## src/rtl/alu_sequencer.sv

```systemverilog
// alu_sequencer: multi-cycle control sequencer for an RV32I regfile/ALU datapath.
// Each instruction takes four cycles: IDLE -> DECODE -> EXEC -> WB.
// Supported ops are addi, add and bne. Every other encoding raises a one-cycle illegal pulse.
// Optional feature: define SEQ_PERF_CNT_EN to add the retired_cnt and taken_cnt counters.
module alu_sequencer #(
  parameter int                    DATA_WIDTH = 32,
  parameter int                    ADDR_WIDTH = 5,
  parameter logic [DATA_WIDTH-1:0] PC_RESET   = '0
) (
  input  logic                  clk,
  input  logic                  rst,
  input  logic                  instr_valid,
  input  logic [DATA_WIDTH-1:0] instr,
  output logic                  instr_ready,
  input  logic                  EQ,
  output logic [ADDR_WIDTH-1:0] AD1,
  output logic [ADDR_WIDTH-1:0] AD2,
  output logic [ADDR_WIDTH-1:0] AD3,
  output logic                  WE3,
  output logic                  ALUsrc,
  output logic                  ALUctrl,
  output logic [DATA_WIDTH-1:0] ImmOp,
  output logic [DATA_WIDTH-1:0] pc,
  output logic                  busy,
`ifdef SEQ_PERF_CNT_EN
  output logic [31:0]           retired_cnt,
  output logic [31:0]           taken_cnt,
`endif
  output logic                  illegal
);

  typedef enum logic [1:0] {
    IDLE   = 2'd0,
    DECODE = 2'd1,
    EXEC   = 2'd2,
    WB     = 2'd3
  } state_t;

  state_t state, state_next;

  logic [DATA_WIDTH-1:0] ir;
  logic                  op_write;
  logic                  op_bne;
  logic                  op_ill;

  logic [ADDR_WIDTH-1:0] dec_ad1, dec_ad2, dec_ad3;
  logic [DATA_WIDTH-1:0] dec_imm;
  logic                  dec_src, dec_ctrl, dec_write, dec_bne, dec_ill;
  logic [DATA_WIDTH-1:0] pc_branch;

  logic handshake;
  assign handshake   = instr_valid && instr_ready;
  assign instr_ready = (state == IDLE);
  assign busy        = (state != IDLE);

  // The branch target is forced to an even address.
  assign pc_branch = pc + ImmOp;

  // State register.
  always_ff @(posedge clk or posedge rst) begin
    if (rst) state <= IDLE;
    else     state <= state_next;
  end

  // Next-state logic: fixed walk through the four states once an instruction is accepted.
  always_comb begin
    state_next = state;
    case (state)
      IDLE:    if (handshake) state_next = DECODE;
      DECODE:  state_next = EXEC;
      EXEC:    state_next = WB;
      WB:      state_next = IDLE;
      default: state_next = IDLE;
    endcase
  end

  // Latch the accepted instruction word; it stays put until the next handshake.
  always_ff @(posedge clk or posedge rst) begin
    if (rst)            ir <= '0;
    else if (handshake) ir <= instr;
  end

  // Combinational decode of the latched word. Unsupported encodings leave all fields at zero.
  always_comb begin
    dec_ad1   = '0;
    dec_ad2   = '0;
    dec_ad3   = '0;
    dec_imm   = '0;
    dec_src   = 1'b0;
    dec_ctrl  = 1'b0;
    dec_write = 1'b0;
    dec_bne   = 1'b0;
    dec_ill   = 1'b0;
    if (ir[6:0] == 7'b0010011 && ir[14:12] == 3'b000) begin
      dec_ad1   = ir[19:15];
      dec_ad3   = ir[11:7];
      dec_imm   = {{(DATA_WIDTH-12){ir[31]}}, ir[31:20]};
      dec_src   = 1'b1;
      dec_write = (ir[11:7] != 5'd0);
    end else if (ir[6:0] == 7'b0110011 && ir[14:12] == 3'b000 && ir[31:25] == 7'b0000000) begin
      dec_ad1   = ir[19:15];
      dec_ad2   = ir[24:20];
      dec_ad3   = ir[11:7];
      dec_write = (ir[11:7] != 5'd0);
    end else if (ir[6:0] == 7'b1100011 && ir[14:12] == 3'b001) begin
      dec_ad1   = ir[19:15];
      dec_ad2   = ir[24:20];
      dec_imm   = {{(DATA_WIDTH-13){ir[31]}}, ir[31], ir[7], ir[30:25], ir[11:8], 1'b0};
      dec_ctrl  = 1'b1;
      dec_bne   = 1'b1;
    end else begin
      dec_ill   = 1'b1;
    end
  end

  // Datapath controls are registered at the end of DECODE and hold until the next DECODE.
  always_ff @(posedge clk or posedge rst) begin
    if (rst) begin
      AD1      <= '0;
      AD2      <= '0;
      AD3      <= '0;
      ImmOp    <= '0;
      ALUsrc   <= 1'b0;
      ALUctrl  <= 1'b0;
      op_write <= 1'b0;
      op_bne   <= 1'b0;
      op_ill   <= 1'b0;
    end else if (state == DECODE) begin
      AD1      <= dec_ad1;
      AD2      <= dec_ad2;
      AD3      <= dec_ad3;
      ImmOp    <= dec_imm;
      ALUsrc   <= dec_src;
      ALUctrl  <= dec_ctrl;
      op_write <= dec_write;
      op_bne   <= dec_bne;
      op_ill   <= dec_ill;
    end
  end

  // WE3 and illegal are one-cycle pulses that are high exactly while the FSM sits in WB.
  always_ff @(posedge clk or posedge rst) begin
    if (rst) begin
      WE3     <= 1'b0;
      illegal <= 1'b0;
    end else begin
      WE3     <= (state == EXEC) && op_write;
      illegal <= (state == EXEC) && op_ill;
    end
  end

  // The PC commits at the end of WB. EQ is only looked at here and only matters for bne.
  always_ff @(posedge clk or posedge rst) begin
    if (rst) begin
      pc <= PC_RESET;
    end else if (state == WB) begin
      if (op_bne && !EQ) pc <= {pc_branch[DATA_WIDTH-1:1], 1'b0};
      else               pc <= pc + DATA_WIDTH'(4);
    end
  end

`ifdef SEQ_PERF_CNT_EN
  // Retired legal ops and taken branches; both counters wrap naturally at 2^32.
  always_ff @(posedge clk or posedge rst) begin
    if (rst) begin
      retired_cnt <= '0;
      taken_cnt   <= '0;
    end else if (state == WB) begin
      if (!op_ill)        retired_cnt <= retired_cnt + 32'd1;
      if (op_bne && !EQ)  taken_cnt   <= taken_cnt + 32'd1;
    end
  end
`endif

endmodule
```

## config.mk

```make
export PLATFORM = sky130hd
export DESIGN_NAME = alu_sequencer
export DESIGN_NICKNAME = d
export VERILOG_FILES = /design/src/rtl/alu_sequencer.sv
export SDC_FILE = /design/constraint.sdc
export NUM_CORES = 1
export LEC_CHECK = 0
export ABC_CLOCK_PERIOD_IN_PS = 7100
export CELL_PAD_IN_SITES_DETAIL_PLACEMENT = 0
export CELL_PAD_IN_SITES_GLOBAL_PLACEMENT = 2
export CORE_MARGIN = 2
export CORE_UTILIZATION = 26
export CTS_CLUSTER_DIAMETER = 60
export CTS_CLUSTER_SIZE = 12
export DETAILED_ROUTE_END_ITERATION = 10
export PLACE_DENSITY = 0.69
export SETUP_SLACK_MARGIN = 0.5
export SLEW_MARGIN = 10
export SYNTH_ARGS = -nofsm -noshare
export SYNTH_HDL_FRONTEND = slang
export SYNTH_SLANG_ARGS = --single-unit
```

## constraint.sdc

```tcl
create_clock -name clk -period 7.1 [get_ports clk]
set_clock_uncertainty 0.1 [all_clocks]
set_input_delay 1.42 -clock clk [delete_from_list [all_inputs] [get_ports clk]]
set_output_delay 1.42 -clock clk [all_outputs]
set_load 0.02 [all_outputs]
```

Yosys cells after proc, flatten, opt, wreduce, memory -nomap -nowiden
Cells that the tools add are included.
- register bits after elaboration: 119
- input bits: 36
- output and inout port bits: 85
- word-level logic and storage cells: 60
- add/subtract/negate cells: 2
- eq/ne operators: 8
- multiplexer cells: 23
- reductions and logical operators: 14
- operator list (kind ; number):
    two-way mux 32 bit ; 4
    two-way mux 5 bit ; 8
    adder 32 x 3 -> 32 bit, second input constant ; 1
    adder 32 bit ; 1
    two-way mux 1 bit ; 9
    logical AND 1 bit ; 8
    case mux 2 bit (4 select lines) ; 1
    == test 7 x 5 -> 1 bit, second input constant ; 1
    == test 7 x 6 -> 1 bit, second input constant ; 1
    == test 7 bit, second input constant ; 1
    zero test 7 bit ; 1
    nonzero test 5 bit ; 1
    == test 2 bit, second input constant ; 2
    == test 3 x 1 -> 1 bit, second input constant ; 1
    zero test 3 bit ; 1
    == test 2 x 1 -> 1 bit, second input constant ; 1
    zero test 2 bit ; 1
    two-way mux 2 bit ; 1
    inequality test 2 x 1 -> 1 bit, second input constant ; 1
    nonzero test 2 bit ; 1
    zero test 1 bit ; 1

Depth between registers and ports, before layout
Gate-level depths: netlist of run 1.
- word-level depth: 5
- gate-level depth with buffers: 10
- depth with buffers taken out: 9

Worst setup path after synthesis of run 1
OpenSTA, ideal clock, no wires.
- path type: reg-to-reg
- start point: register, netlist name ImmOp[30]
- end point: register pc[27]
- library setup time: 0.094 ns
- arrival: 3.095 ns
- required time: 6.906 ns
- slack: 3.811 ns
- stages on the path, launching flop included: 11
- buffers on the path: 1
- period minus slack after synthesis: 3.289 ns
- path through: dfrtp_1 > ha_1 > buf_2 > a211oi_1 > o21bai_1 > a221oi_2 > a31oi_1 > o211ai_1 > nand2_1 > xnor2_1 > a211oi_1
- RTL lines (item ; line ; text):
    end signal, assigned ; 157 ; if (op_bne && !EQ) pc <= {pc_branch[DATA_WIDTH-1:1], 1'b0};
    end signal, assigned ; 158 ; else pc <= pc + DATA_WIDTH'(4);
    end, declared ; 23 ; output logic [DATA_WIDTH-1:0] pc,

==> results.txt, run 1 <==
RSZ-0062 raised after global routing - no
Die width - 160 µm
Crit path buffers/inverters - 2
Relative slew slack - 0.387
Fin crit share - 0.507
First-pass GRT wire length - 31.1 mm
Sequential cell area fraction in the yosys report - 0.393
Total setup buffers inserted after CTS - 0
Pre-CTS setup slack - 3.32 ns
Setup violators final - 0
Slew @ Worst Pin - 0.920 ns
CP max-delay cell - dfrtp_1
Crit path max-delay family - buffers and inverters
Gr ovfl total - 0
Setup ws final - 3.50 ns
Clock root cell - clkbuf_16
Critical path class - reg -> out
Crit path cell chain - buf_4 > clkdlybuf4s50_1
Pleak - 0.00335 µW
Antenna violations before repair - 0
H-tree Lvls - 3
Minimum clock period - 3.60 ns
Total track usage - 0.151
Synth warn - 0
Setup tns final - 0 ns
Largest buffer count on any clock path - 2
Layout cells sized above 1 - 0.0940
Core Region - 23600 µm²
Die area - 25500 µm²
Clock buffer count from CTS - 9
Synthesized instance count - 704
Largest cells by area after synthesis - dfrtp_1 (39%), ha_1 (7.2%), mux2_2 (6.3%)
Residual DRC - 0
Max-slew violations - 0
ANT nets after route - 0
Crit path DAT - 2.08 ns
DR iter-0 viols - 303
EDFF count, synth - 0
Yosys reg bits - 99
Top post-synthesis cells by count - dfrtp_1 (99), nand2_1 (79), a21oi_1 (64), o21ai_0 (61), inv_1 (42)
Number of global-route vias before repair - 5639
Top_reg_cell synth - dfrtp_1
Clock Latency Late Sink - 0.36 ns
Synthesized Nets - 776
Mean area per synthesized cell - 8.95 µm²
Max Freq - 278 MHz
Vias - 5527
Hold Buf Count CTS - 0
Post-layout nets - 865
Count leader, synth - dfrtp_1
Num ports - 121
Status - finished, final reports clean
Peak supply drop - 158 µV
Avg WL per Cell - 17.1 µm
CTS tree - built
Hold path startpoint - pc[31]$_DFFE_PP0P_
CP Capture Type - primary output
Area leader, netlist - dfrtp_1
1st-pass router iterations - 5
Pwr dens - 266 nW/µm²
Top cell type's share of synthesized area - 0.393
CP Data Required Time - 5.58 ns
Worst-path fanout max - 27
RR Startpoint - ImmOp[30]$_DFFE_PP0N_
Vias/cell - 4.95
Die Ht - 160 µm
Rows - 56
CP max stage delay - 0.68 ns
Clock-pin slew on the worst setup and hold paths - 0.08 ns
Netlist cell types - 66
Dpl hpwl - 14.0 mm
Mapped Area - 6300 µm²
Hold Path Class - reg -> reg
Drt total wl - 19.1 mm
Async set or reset register ratio after synthesis - 1.00
Synth-to-layout area growth - 26.7%
CTS sink cnt - 99
Largest net degree at the start of global routing - 69
Antenna cells - 0
Port bufs - 119
Final Util - 0.338
Final hold vios - 0
Final GP Congestion - 0.789
Max-cap viol count - 0
CTS resizes - 0
Critical path launch point type - flip-flop
Critical Path Source - ImmOp[30]$_DFFE_PP0N_
Starting density of the core - 0.267
[power breakdown]
part	total [µW]	switching, µW	internal [µW]	leakage [µW]
clock	504	255	249	0.000147
combinational	761	409	352	0.00193
sequential	855	148	707	0.00127
total	2120	813	1310	0.00335
[metal layers]
layer	up-vias	GRT usage	wire length (µm)
li1	2693	-	-
met1	2651	0.191	8380
met2	162	0.250	9000
met3	21	0.0460	1360
met4	0	0.0426	324
met5	-	0	0
[sequential cells by signal (all words and copies together) (netlist names)]
| signal | cells |
|---|---|
| AD1 | 5 |
| AD2 | 5 |
| AD3 | 5 |
| ALUsrc | 1 |
| ImmOp | 13 |
| WE3 | 1 |
| illegal | 1 |
| ir | 32 |
| op_bne | 1 |
| op_ill | 1 |
| op_write | 1 |
| pc | 31 |
| state | 2 |
[final timing paths]
kind | endpoint | slack (ns) | cells past startpoint
max | ImmOp[28] | 3.50 | 2
min | pc[31]$_DFFE_PP0P_ | 0.38 | 1
max reg2reg | pc[27]$_DFFE_PP0P_ | 3.62 | 10
min reg2reg | pc[31]$_DFFE_PP0P_ | 0.38 | 1
max in group asynchronous | AD1[0]$_DFFE_PP0N_ | 4.28 | 3
min in group asynchronous | ir[20]$_DFFE_PP0P_ | 1.33 | 2
[cells in the final DEF, fill, tap and decap left out, types with 11 or more instances in the layout]
master,n
nand2_1,79
dfrtp_1,99
inv_1,41
nand4_1,11
ha_1,35
nor2_1,39
nand3_1,19
o22ai_1,16
mux2_2,35
o21ai_0,61
clkdlybuf4s50_1,119
a21o_1,14
a21oi_1,64
nor3_1,11
xor2_1,11
xnor2_1,11
[metrics by stage]
step	total power, µW	hold slack [ns]	cell area (µm²)	instances
2_1_floorplan	1350	0.344	6300	704
3_3_place_gp	1620	0.354	7680	1101
3_5_place_dp	1640	0.356	7680	1101
4_1_cts	2160	0.379	7980	1117
5_1_grt	2280	0.417	7980	1117
6_report	2120	0.380	7980	1117
[kinds of logic (layout without fill, tap and decap cells)]
logic type	after synthesis	count (layout)	share of synthesized area
xor gates and xnor gates	22	22	0.0306
and+or+nand+nor	207	207	0.163
other	1	1	0.000595
muxes	37	37	0.0658
adders and majority gates	36	36	0.0715
DFF	99	99	0.393
buffers and inverters	89	183	0.0667
AOI/OAI and AO/OA	213	213	0.209
[layout make-up]
type	instances	area, µm²
clock buffer	9	225
clock inverter	7	75.1
fill	2452	15600
inverter	42	160
multi-input combinational	516	3410
sequential	99	2480
tap	319	399
timing repair buffer	125	1240
(Power assumes the default switching activity.)
==> run 2: changes to the inputs <==
--- a/config.mk
+++ b/config.mk
@@ -5,7 +5,7 @@
 export SDC_FILE = /design/constraint.sdc
 export NUM_CORES = 1
 export LEC_CHECK = 0
-export ABC_CLOCK_PERIOD_IN_PS = 7100
+export ABC_CLOCK_PERIOD_IN_PS = 3500
 export CELL_PAD_IN_SITES_DETAIL_PLACEMENT = 0
 export CELL_PAD_IN_SITES_GLOBAL_PLACEMENT = 2
 export CORE_MARGIN = 2
==> constraint.sdc (replaced) <==
create_clock -name clk -period 3.5 [get_ports clk]
set_clock_uncertainty 0.1 [all_clocks]
set_input_delay 0.7 -clock clk [delete_from_list [all_inputs] [get_ports clk]]
set_output_delay 0.7 -clock clk [all_outputs]
set_load 0.02 [all_outputs]
==> results.txt, run 2 (synthesized netlist as in run 1, its figures left out) <==
Critical Path Source - ImmOp[30]$_DFFE_PP0N_
FF-to-FF path depth - 9
Synth-to-layout area growth - 29.1%
Biggest regs - ir (32), pc (31), ImmOp (13)
Vias - 5548
Status - finished, final reports clean
Minimum clock period - 2.86 ns
Die Ht - 160 µm
GR Layer Usage met1 - 0.196
Peak supply drop - 430 µV
CP Data Required Time - 3.66 ns
Footprint of the multi-input gates - 3450 µm²
Relative slew slack - 0.548
Largest buffer count on any clock path - 2
Slew @ Worst Pin - 0.679 ns
Max Freq - 350 MHz
Drt total wl - 19.2 mm
1st-pass router iterations - 4
Hold Buf Count CTS - 0
Post-layout nets - 876
Comb pwr share - 0.371
CTS tree - built
Setup tns final - 0 ns
Most frequent cells in the layout - clkdlybuf4s50_1 (119), dfrtp_1 (98), nand2_1 (79)
CP Capture Type - flip-flop
Clock buffer count from CTS - 9
Die area - 25500 µm²
RR Startpoint - ImmOp[30]$_DFFE_PP0N_
Total track usage - 0.150
Final GP Congestion - 0.796
Num ports - 121
Sw Pwr - 1650 µW
CP endpoint - pc[27]$_DFFE_PP0P_
Starting density of the core - 0.267
Die width - 160 µm
Crit path cell chain - ha_1 > a211oi_2 > o21bai_2 > a221oi_2 > a31oi_2 > o211ai_1 > nand2_1 > xnor2_1 > a211oi_1
Max-cap viol count - 0
Clock root cell - clkbuf_16
Avg WL per Cell - 17.0 µm
Met2 Use GR - 0.247
Max reg flops - 32
Antenna cells - 0
Reg2reg end - pc[27]$_DFFE_PP0P_
Core Region - 23600 µm²
Max-slew violations - 0
Clock-pin slew on the worst setup and hold paths - 0.08 ns
Clock Latency Late Sink - 0.35 ns
FF/Latch Area - 2480 µm²
Residual DRC - 0
CP max-delay cell - dfrtp_2
CTS sink cnt - 99
Most common cell after layout, fill and taps aside - clkdlybuf4s50_1
DR iter-0 viols - 236
Pleak - 0.00341 µW
Rows - 56
H-tree Lvls - 3
Internal power - 2680 µW
Largest net degree at the start of global routing - 56
Sw Share - 0.381
Layout cells sized above 1 - 0.118
RSZ-0062 raised after global routing - yes
CP max stage delay - 0.47 ns
Flop2flop setup slack - 0.64 ns
Fin crit share - 0.816
Port bufs - 119
Worst-path fanout max - 7
Critical path class - reg -> reg
Crit path DAT - 3.02 ns
Part of the power in registers - 0.399
GR peak layer - met2
Antenna violations before repair - 0
Overall power - 4330 µW
First-pass GRT wire length - 31.0 mm
Pwr dens - 532 nW/µm²
Setup violators final - 0
Final hold vios - 0
ANT nets after route - 0
Largest reg by FF count - ir
Gr ovfl total - 0
GRT met3 Usage - 0.0504
Number of global-route vias before repair - 5603
Critical path launch point type - flip-flop
Dpl hpwl - 14.3 mm
Clk pwr share - 0.230
Hold Path Class - reg -> reg
Vias/cell - 4.92
Filler cell count - 2459
==> run 2: cell types whose count changed in the layout (fill, tap and decap cells not counted), sizes merged <==
| cell | before | now |
|---|---|---|
| buf | 6 | 17 |
| clkinv | 5 | 4 |
| clkinvlp | 0 | 1 |
| inv | 44 | 43 |
==> run 2: critical path: cells and delay by family, from the launching register on <==
kind                       cells  cell delay [ns]
DFF                            1             0.47
AOI/OAI and AO/OA              6             1.52
xor gates and xnor gates       1             0.14
and+or+nand+nor                1             0.11
adders and majority gates      1             0.41
==> run 2: how the worst min path moves through the flow <==
stage	start	to	slack (ns)	depth (start not counted)
after CTS	op_ill$_DFFE_PP0N_	op_ill$_DFFE_PP0N_	0.38	1
final	op_ill$_DFFE_PP0N_	op_ill$_DFFE_PP0N_	0.38	1
after global placement	op_ill$_DFFE_PP0N_	op_ill$_DFFE_PP0N_	0.36	1
after floorplan	op_ill$_DFFE_PP0N_	op_ill$_DFFE_PP0N_	0.34	1
after detailed placement	pc[31]$_DFFE_PP0P_	pc[31]$_DFFE_PP0P_	0.36	1
after global routing	pc[31]$_DFFE_PP0P_	pc[31]$_DFFE_PP0P_	0.41	1
==> run 2: per-stage QoR <==
step / hold slack, ns / instance area (µm²) / cells / utilization / setup WS (ns)
floorplan: 0.344 / 6300 / 704 / - / 0.573
global placement: 0.356 / 7790 / 1111 / 0.330 / 0.550
detailed placement: 0.358 / 7790 / 1111 / 0.330 / 0.517
CTS: 0.383 / 8080 / 1126 / 0.342 / 0.561
global route: 0.412 / 8130 / 1127 / 0.344 / 0.438
finish: 0.379 / 8130 / 1127 / 0.344 / 0.644
==> run 2: area by class of cell <==
type | count | area share
clock inverters | 6 | 0.00738
clock buffers | 9 | 0.0277
inverters | 42 | 0.0198
flip-flops and latches | 99 | 0.305
well taps | 319 | 0.0491
repair buffers | 136 | 0.168
multi-input cells | 516 | 0.424
==> run 2: per-layer routing <==
layer  share of wire  vias up
li1                -     2715
met4          0.0068        0
met2            0.47      140
met5               0        -
met3           0.074       12
met1            0.45     2681
==> run 2: power by group through the flow <==
stage                     combinational, µW  clock (µW)  sequential (µW)
after detailed placement               1620           0             1750
after floorplan                         989           0             1760
after global routing                   1770        1090             1770
final                                  1610         994             1730
after CTS                              1630        1040             1730
after global placement                 1620           0             1740
==> run 2: repair_timing <==
action	in CTS	in global routing
endpoints found under the hold margin	0	0
pin swaps	0	3
endpoints found under the setup margin	1	8
setup buffers	0	1
resized for setup	1	11
==> run 3: changes to the inputs <==
--- a/config.mk
+++ b/config.mk
@@ -5,7 +5,7 @@
 export SDC_FILE = /design/constraint.sdc
 export NUM_CORES = 1
 export LEC_CHECK = 0
-export ABC_CLOCK_PERIOD_IN_PS = 3500
+export ABC_CLOCK_PERIOD_IN_PS = 3000
 export CELL_PAD_IN_SITES_DETAIL_PLACEMENT = 0
 export CELL_PAD_IN_SITES_GLOBAL_PLACEMENT = 2
 export CORE_MARGIN = 2
==> constraint.sdc (replaced) <==
create_clock -name clk -period 3 [get_ports clk]
set_clock_uncertainty 0.1 [all_clocks]
set_input_delay 0.6 -clock clk [delete_from_list [all_inputs] [get_ports clk]]
set_output_delay 0.6 -clock clk [all_outputs]
set_load 0.02 [all_outputs]
==> results.txt, run 3 (synthesized netlist as in run 1, its figures left out) <==
Antenna violations before repair - 0
Post-layout nets - 907
Relative slew slack - 0.561
Final Non-Filler Cells - 1158
Crit path DAT - 2.94 ns
Avg WL per Cell - 17.0 µm
H-tree Lvls - 3
ANT nets after route - 0
Final Util - 0.365
Most common cell after layout, fill and taps aside - clkdlybuf4s50_1
Setup violators final - 0
Antenna cells - 0
GR peak layer - met2
Synth-to-layout area growth - 36.7%
First-pass GRT wire length - 31.8 mm
Largest buffer count on any clock path - 2
CP Data Required Time - 3.17 ns
Setup tns final - 0 ns
Max-slew violations - 0
Layout cells sized above 1 - 0.205
Clock root cell - clkbuf_16
Hold Path Class - in -> async
Max Freq - 360 MHz
Overall power - 5160 µW
Die Ht - 160 µm
Pwr dens - 599 nW/µm²
Clock-pin slew on the worst setup and hold paths - 0.08 ns
Fin crit share - 0.926
Total track usage - 0.154
1st-pass router iterations - 6
Die area - 25500 µm²
Met2 Use GR - 0.255
CP Capture Type - flip-flop
Cell count after placement - 1123
Most frequent cells in the layout - clkdlybuf4s50_1 (97), dfrtp_1 (96), nand2_1 (78)
CTS sink cnt - 99
Flop2flop setup slack - 0.22 ns
Final hold vios - 0
Num ports - 121
Clock buffer count from CTS - 9
Peak supply drop - 399 µV
Dpl hpwl - 14.5 mm
Clock Latency Late Sink - 0.36 ns
Minimum clock period - 2.78 ns
Largest reg by FF count - ir
Die width - 160 µm
GR Layer Usage met1 - 0.203
Hold Buf Count CTS - 0
Critical path launch point type - flip-flop
Worst-path fanout max - 7
Number of global-route vias before repair - 5762
Pleak - 0.00366 µW
Port bufs - 119
Rows - 56
Residual DRC - 0
Max-cap viol count - 0
Critical path class - reg -> reg
Starting density of the core - 0.267
Vias/cell - 4.91
Max reg flops - 32
Vias - 5683
Filler cell count - 2441
Gr ovfl total - 0
DR iter-0 viols - 256
Biggest regs - ir (32), pc (31), ImmOp (13)
Status - finished, final reports clean
Core Region - 23600 µm²
RSZ-0062 raised after global routing - yes
Largest net degree at the start of global routing - 52
GRT met3 Usage - 0.0434
CP max-delay cell - dfrtp_4
Drt total wl - 19.7 mm
CP max stage delay - 0.53 ns
Slew @ Worst Pin - 0.658 ns
Final GP Congestion - 0.811
CTS tree - built
Crit path cell chain - buf_8 > ha_1 > and4_1 > or2_2 > o221ai_2 > a31oi_2 > o211ai_1 > nand2_1 > xnor2_1 > a211oi_1
==> run 3: changes by cell type in the layout (fill, tap and decap cells not counted), sizes merged <==
cell,change
buf,+31
clkdlybuf4s50,-22
dlygate4sd2,+21
clkinv,-3
inv,+2
clkinvlp,+1
dlymetal6s2s,+1
==> run 3: stage by stage <==
step,cell area (µm²),setup WS (ns),hold WS [ns]
after floorplan,6360,0.187,0.344
after global placement,7920,0.206,0.361
after detailed placement,7920,0.0731,0.373
after CTS,8390,0.245,0.360
after global routing,8610,0.0882,0.371
final,8610,0.223,0.374
==> run 3: area by class of cell <==
class / instances / area (µm²) / share of cell area
Clock buffer: 9 / 225 / 0.0262
Clock inverter: 6 / 56.3 / 0.00654
Inverter: 42 / 161 / 0.0187
Multi-Input combinational cell: 516 / 3710 / 0.431
Sequential cell: 99 / 2480 / 0.288
Tap cell: 319 / 399 / 0.0463
Timing Repair Buffer: 167 / 1570 / 0.182
==> run 3: worst max-delay path: cells and delay by family, from the launching register on <==
kind	cells	cell delay [ns]
flip-flops	1	0.53
AO/OA/AOI/OAI	4	0.74
adder cells (fa/ha/maj)	1	0.36
buffers and inverters	1	0.16
AND/OR/NAND/NOR	3	0.65
XOR/XNOR	1	0.14
==> run 3: where the power goes <==
| part | total (µW) | switching (µW) | internal (µW) |
|---|---|---|---|
| clock | 1160 | 582 | 579 |
| sequential | 2000 | 325 | 1680 |
| combinational | 2000 | 1070 | 927 |
| total | 5160 | 1980 | 3180 |
==> run 3: final timing paths <==
check,cells after the start,end,start
setup / recovery,10,pc[27]$_DFFE_PP0P_,ImmOp[30]$_DFFE_PP0N_
hold / removal,2,ir[25]$_DFFE_PP0P_,rst
setup reg to reg,10,pc[27]$_DFFE_PP0P_,ImmOp[30]$_DFFE_PP0N_
hold reg to reg,1,op_ill$_DFFE_PP0N_,op_ill$_DFFE_PP0N_
max in group asynchronous,3,ImmOp[30]$_DFFE_PP0N_,rst
min in group clk,1,op_ill$_DFFE_PP0N_,op_ill$_DFFE_PP0N_
==> run 3: repair_timing <==
| item | CTS | global route |
|---|---|---|
| setup buffers | 13 | 7 |
| pin swaps | 24 | 29 |
| endpoints found under the setup margin | 46 | 36 |
| gates resized for setup | 56 | 45 |
==> run 3: routing by layer <==
metal	share of wire	vias to the layer above
li1	-	2783
met1	0.46	2733
met2	0.47	150
met3	0.061	17
met4	0.012	0
met5	0	-
